**config.mk**
```make
export PLATFORM = sky130hd
export DESIGN_NAME = incdec_scan_ctrl
export DESIGN_NICKNAME = d
export VERILOG_FILES = /design/src/rtl/incdec_scan_ctrl.sv
export SDC_FILE = /design/constraint.sdc
export NUM_CORES = 1
export LEC_CHECK = 0
export BUFFER_PORTS_ARGS = -buffer_cell sky130_fd_sc_hd__buf_2
export CAP_MARGIN = 40
export CELL_PAD_IN_SITES_DETAIL_PLACEMENT = 1
export CELL_PAD_IN_SITES_GLOBAL_PLACEMENT = 2
export CORE_ASPECT_RATIO = 2
export CORE_UTILIZATION = 32
export CTS_BUF_LIST = sky130_fd_sc_hd__clkbuf_16
export CTS_CLUSTER_DIAMETER = 60
export DETAILED_ROUTE_END_ITERATION = 16
export PLACE_DENSITY = 0.82
export SYNTH_ARGS = -nofsm -noshare
export SYNTH_HDL_FRONTEND = slang
export SYNTH_SLANG_ARGS = --single-unit
```
**constraint.sdc**
```tcl
create_clock -name clk -period 2.5 [get_ports clk]
set_clock_uncertainty 0.2 [all_clocks]
set_input_delay 0.125 -clock clk [delete_from_list [all_inputs] [get_ports clk]]
set_output_delay 0.125 -clock clk [all_outputs]
set_load 0.03 [all_outputs]
```
**src/rtl/incdec_scan_ctrl.sv**
```systemverilog
// rtl/incdec_scan_ctrl.sv - 4-digit BCD run/stop/load counter driving a multiplexed active-low 7-segment display
// Optional `BLANK_LZ_EN: blank leading-zero digits (digit 0 is always shown).
module incdec_scan_ctrl #(
  parameter int TICK_DIV = 12000000,
  parameter int SCAN_DIV = 12000
) (
  input  logic        clk,
  input  logic        rst,
  input  logic        start,
  input  logic        stop,
  input  logic        load,
  input  logic [15:0] load_val,
  output logic [15:0] count,
  output logic        running,
  output logic        wrap,
  output logic [6:0]  seg,
  output logic [3:0]  an
);

  localparam int PW = $clog2(TICK_DIV);
  localparam int SW = $clog2(SCAN_DIV);
  localparam logic [PW-1:0] PRE_MAX  = PW'(TICK_DIV - 1);
  localparam logic [SW-1:0] SCAN_MAX = SW'(SCAN_DIV - 1);

  typedef enum logic {IDLE, RUN} state_e;

  state_e        state_q, state_d;
  logic [PW-1:0] pre_q, pre_d;
  logic [15:0]   count_q, count_d;
  logic          wrap_q, wrap_d;
  logic [SW-1:0] scan_q, scan_d;
  logic [1:0]    dig_q, dig_d;
  logic [6:0]    seg_q, seg_d;
  logic [3:0]    an_q, an_d;
  logic          blank;

  function automatic logic [15:0] bcd_inc(input logic [15:0] v);
    logic [15:0] r;
    logic        carry;
    r     = v;
    carry = 1'b1;
    for (int i = 0; i < 4; i++) begin
      if (carry) begin
        if (v[4*i +: 4] == 4'd9) begin
          r[4*i +: 4] = 4'd0;
        end else begin
          r[4*i +: 4] = v[4*i +: 4] + 4'd1;
          carry       = 1'b0;
        end
      end
    end
    return r;
  endfunction

  function automatic logic [15:0] bcd_clamp(input logic [15:0] v);
    logic [15:0] r;
    for (int i = 0; i < 4; i++) begin
      r[4*i +: 4] = (v[4*i +: 4] > 4'd9) ? 4'd9 : v[4*i +: 4];
    end
    return r;
  endfunction

  function automatic logic [6:0] glyph(input logic [3:0] d);
    logic [6:0] g;
    case (d)
      4'd0:    g = 7'h40;
      4'd1:    g = 7'h79;
      4'd2:    g = 7'h24;
      4'd3:    g = 7'h30;
      4'd4:    g = 7'h19;
      4'd5:    g = 7'h12;
      4'd6:    g = 7'h02;
      4'd7:    g = 7'h78;
      4'd8:    g = 7'h00;
      4'd9:    g = 7'h10;
      default: g = 7'h7F;
    endcase
    return g;
  endfunction

  // Counter/FSM: load overrides stop/start and any coincident tick.
  always_comb begin
    state_d = state_q;
    pre_d   = pre_q;
    count_d = count_q;
    wrap_d  = 1'b0;
    if (load) begin
      count_d = bcd_clamp(load_val);
      pre_d   = '0;
    end else if (state_q == RUN) begin
      if (stop) begin
        state_d = IDLE;
        pre_d   = '0;
      end else if (pre_q == PRE_MAX) begin
        pre_d   = '0;
        count_d = bcd_inc(count_q);
        wrap_d  = (count_q == 16'h9999);
      end else begin
        pre_d = pre_q + 1'b1;
      end
    end else if (start && !stop) begin
      state_d = RUN;
      pre_d   = '0;
    end
  end

  // Scan: an and seg are both computed from the next digit index so they switch together.
  always_comb begin
    scan_d = scan_q;
    dig_d  = dig_q;
    an_d   = an_q;
    seg_d  = seg_q;
    if (scan_q == SCAN_MAX) begin
      scan_d = '0;
      dig_d  = dig_q + 2'd1;
      an_d   = ~(4'b0001 << dig_d);
      seg_d  = blank ? 7'h7F : glyph(count_q[4*dig_d +: 4]);
    end else begin
      scan_d = scan_q + 1'b1;
    end
  end

`ifdef BLANK_LZ_EN
  assign blank = (dig_d != 2'd0) && ((count_q >> (4 * dig_d)) == 16'd0);
`else
  assign blank = 1'b0;
`endif

  always_ff @(posedge clk) begin
    if (rst) begin
      state_q <= IDLE;
      pre_q   <= '0;
      count_q <= 16'h0000;
      wrap_q  <= 1'b0;
      scan_q  <= '0;
      dig_q   <= 2'd0;
      seg_q   <= 7'h40;
      an_q    <= 4'b1110;
    end else begin
      state_q <= state_d;
      pre_q   <= pre_d;
      count_q <= count_d;
      wrap_q  <= wrap_d;
      scan_q  <= scan_d;
      dig_q   <= dig_d;
      seg_q   <= seg_d;
      an_q    <= an_d;
    end
  end

  assign count   = count_q;
  assign running = (state_q == RUN);
  assign wrap    = wrap_q;
  assign seg     = seg_q;
  assign an      = an_q;

endmodule
```
==> reports/qor.csv <==
metric,value,unit
setup TNS,0,ns
Mapped Cells,431,
post-route ant nets,0,
most common cell in the netlist,dfxtp_1,
Ys Warns,0,
Core ar.,11400,um^2
Top Usage Layer GRT,met2,
final hold violations,0,
Max Slew Vio Count,0,
worst slew pin tran,0.593,ns
Comb power frac,9.3,%
Die ar.,12200,um^2
area of the multi-input gates,2250,um^2
maximum clock rate,0.421,GHz
Hold Crit Start,rst,
cells on worst reg2reg path,8,
Inserted Clock Buffers,9,
Area contributors post-synth,"dfxtp_1 (37%), nor2_1 (5.6%), xor2_1 (5.6%), nand2_1 (4.3%), xnor2_1 (4.2%)",
clock root buffer,clkbuf_16,
crit-path max FO,4,
DRT Wirelength,11800,um
Initial Util,32.9,%
"Period Utilization, post-route",95.1,%
Starting DRT DRC Count,101,
"Async S/R FF share, synth",0,%
setup violators final,0,
I/O Pins,50,
CTS Buffer Depth,2,
# diodes,0,
hold path depth,3,
Hold Path Sink,count[12]$_SDFFE_PP0P_,
crit path launch type,register,
top-area cell type share of the netlist area,36.9,%
status,completed,
Final Instance Area,4970,um^2
Cell Pwr Density,581,nW/um^2
Fill cells,1359,
R2R Path Start,pre_q[0]$_SDFFE_PP0P_,
grt ovf,0,
Die Y-Extent,155,um
first-pass GRT wire length,19000,um
GR Util met3,3.34,%
Port-buffer cells,49,
detailed placer's ending HPWL,9280,um
sequential share of power,39.6,%
Worst Path Required,2.56,ns
Hold WC Path Type,input port to register,
DP Area,4330,um^2
clock share of power,51.0,%
grt met1 use,17.9,%
clk_lat worst skew,0.34,ns
Avg WL per Cell,17.3,um
CP dominant cell by count,buf_4,
part of the Yosys area used for sequential elements,36.9,%
slowest CP cell,a21boi_1,
largest net degree at the start of global routing,23,
Post-synth top cells,"dfxtp_1 (69), nor2_1 (56), nand2_1 (43)",
Total Nets Final,564,
Yosys reg bits,69,
vias in the first global route,3885,
NetSw,0.685,mW
RSZ-0062 raised after global routing,false,
GRT Total Usage,20.6,%
syn nets,463,
initial antenna violation count,0,
crit path kind,register to register,
"Clk pin slew, worst setup/hold paths",0.06,ns
crit path cell chain,ha_1 -> nand4_1 -> buf_4 -> nor4_4 -> a21boi_1 -> buf_4 -> or3b_1 -> a31oi_1,
clock tree sinks,69,
Crit. End Element,register,
Post-Layout Cell Count,679,
layout cell share with drive strength beyond 1,21.8,%
peak supply drop,0.000405,V
met2 Use GR,41.7,%
die width,78.5,um
leakage,1.91,nW
"Primary FF master, synth",dfxtp_1,
worst rel slew slack,60.4,%
CTS tree,yes,
internal power,2.20,mW
syn avg cell area,8.68,um^2
Final min period,2.38,ns
Rows,55,
number of flops mapped to enable cells by yosys,0,
"Distinct cells, synth",58,
maxcap violations,0,
routability cong.,0.783,
sw frac,23.7,%
Synth area leader,dfxtp_1,
DRT Pass-1 Iters,4,
Critical R2R Capture,pre_q[21]$_SDFFE_PP0P_,
R2R setup slack,0.12,ns
DR DRC count,0,
H-tree levels,3,
vias per cell,5.32,
WP data arrival,2.43,ns
Area Growth Syn to Fin,32.8,%
Synth Cell Area,3740,um^2
routed vias,3611,
placed cell count,636,
Worst path max stage delay,0.42,ns
register area,1380,um^2
## cell type report
cell class                 count  share of cell area (%)
multi-input combinational    326                    45.3
sequential                    69                    27.8
timing repair buffer         104                    14.8
clock buffer                   9                    4.53
tap                          142                    3.58
clock inverter                 7                    2.29
inverter                      22                    1.66
## power by group through the flow
stage,registers (mW),clock network [mW],logic [mW]
6_report,1.14,1.47,0.269
5_1_grt,1.15,1.55,0.292
4_1_cts,1.14,1.50,0.270
3_5_place_dp,1.17,0,0.242
3_3_place_gp,1.17,0,0.236
2_1_floorplan,1.19,0,0.110
## worst max-delay path: cells and delay by family (launching register included)
family / cells / cell delay (ns)
AOI/OAI and AO/OA: 2 / 0.58
and+or+nand+nor: 3 / 0.54
adders and majority gates: 1 / 0.24
DFF: 1 / 0.34
buffers and inverters: 2 / 0.39
## layout by cell type (no fill, tap or decap), drive strengths merged, types with 4 or more instances in the layout
cell / instances
mux4: 4
and4b: 4
nand2b: 4
o211ai: 5
ha: 11
inv: 20
xnor2: 18
nor2b: 5
nand3: 23
nor4: 8
dlygate4sd3: 26
and3: 6
dfxtp: 69
mux2i: 5
a31oi: 6
clkinv: 5
nand4: 17
a221oi: 9
nor2: 56
buf: 78
nor3: 4
nand2: 43
a21oi: 13
clkbuf: 9
and2: 6
xor2: 24
o21ai: 17
## sequential cells by signal, indices dropped and copies added (netlist names)
signal   count
an           4
count       16
dig_q        2
pre_q       24
running      1
scan_q      14
seg          7
wrap         1
## worst max path at each step
stage | end | cells past startpoint | start | slack [ns]
finish | pre_q[21]$_SDFFE_PP0P_ | 8 | pre_q[0]$_SDFFE_PP0P_ | 0.12
global route | count[11]$_SDFFE_PP0P_ | 6 | pre_q[0]$_SDFFE_PP0P_ | 0.005
CTS | count[15]$_SDFFE_PP0P_ | 7 | pre_q[0]$_SDFFE_PP0P_ | 0.007
detailed placement | seg[3]$_SDFFE_PP0P_ | 8 | dig_q[1]$_SDFFE_PP0P_ | 0.003
global placement | seg[3]$_SDFFE_PP0P_ | 8 | dig_q[1]$_SDFFE_PP0P_ | 0.12
floorplan | seg[3]$_SDFFE_PP0P_ | 9 | dig_q[0]$_SDFFE_PP0P_ | 0.006
## per-layer routing
| layer | vias to the layer above | part of all wire, % |
|---|---|---|
| li1 | 1732 | - |
| met1 | 1767 | 33 |
| met2 | 80 | 59 |
| met3 | 32 | 2.9 |
| met4 | 0 | 4.7 |
| met5 | - | 0 |
## what timing repair did
item	4_1_cts	5_1_grt
hold buffers	26	0
setup endpoints to repair	1	10
setup buffers	0	1
endpoints found under the hold margin	17	0
pin swaps	0	2
gates resized for setup	1	4
## metrics by stage
stage	power [mW]	setup WS (ns)	hold WS [ns]	util (%)
final	2.89	0.123	0.0699	43.8
after global routing	2.99	0.00467	0.0762	43.8
after CTS	2.92	0.00725	0.0483	43.5
after detailed placement	1.41	0.00340	0.157	38.1
after global placement	1.40	0.117	0.157	38.1
after floorplan	1.30	0.00606	0.0253	-
## logic make-up (layout without fill, tap and decap cells)
family                     count (synthesis)  count (layout)  synth area share (%)
and+or+nand+nor                          198             198                  29.9
adders and majority gates                 11              11                  3.68
buffers and inverters                     36             142                  3.68
muxes                                     10              10                  4.05
DFF                                       69              69                  36.9
AOI/OAI and AO/OA                         65              65                  11.9
xor gates and xnor gates                  42              42                  9.83
Note: power is estimated with default switching activity, not from simulation.
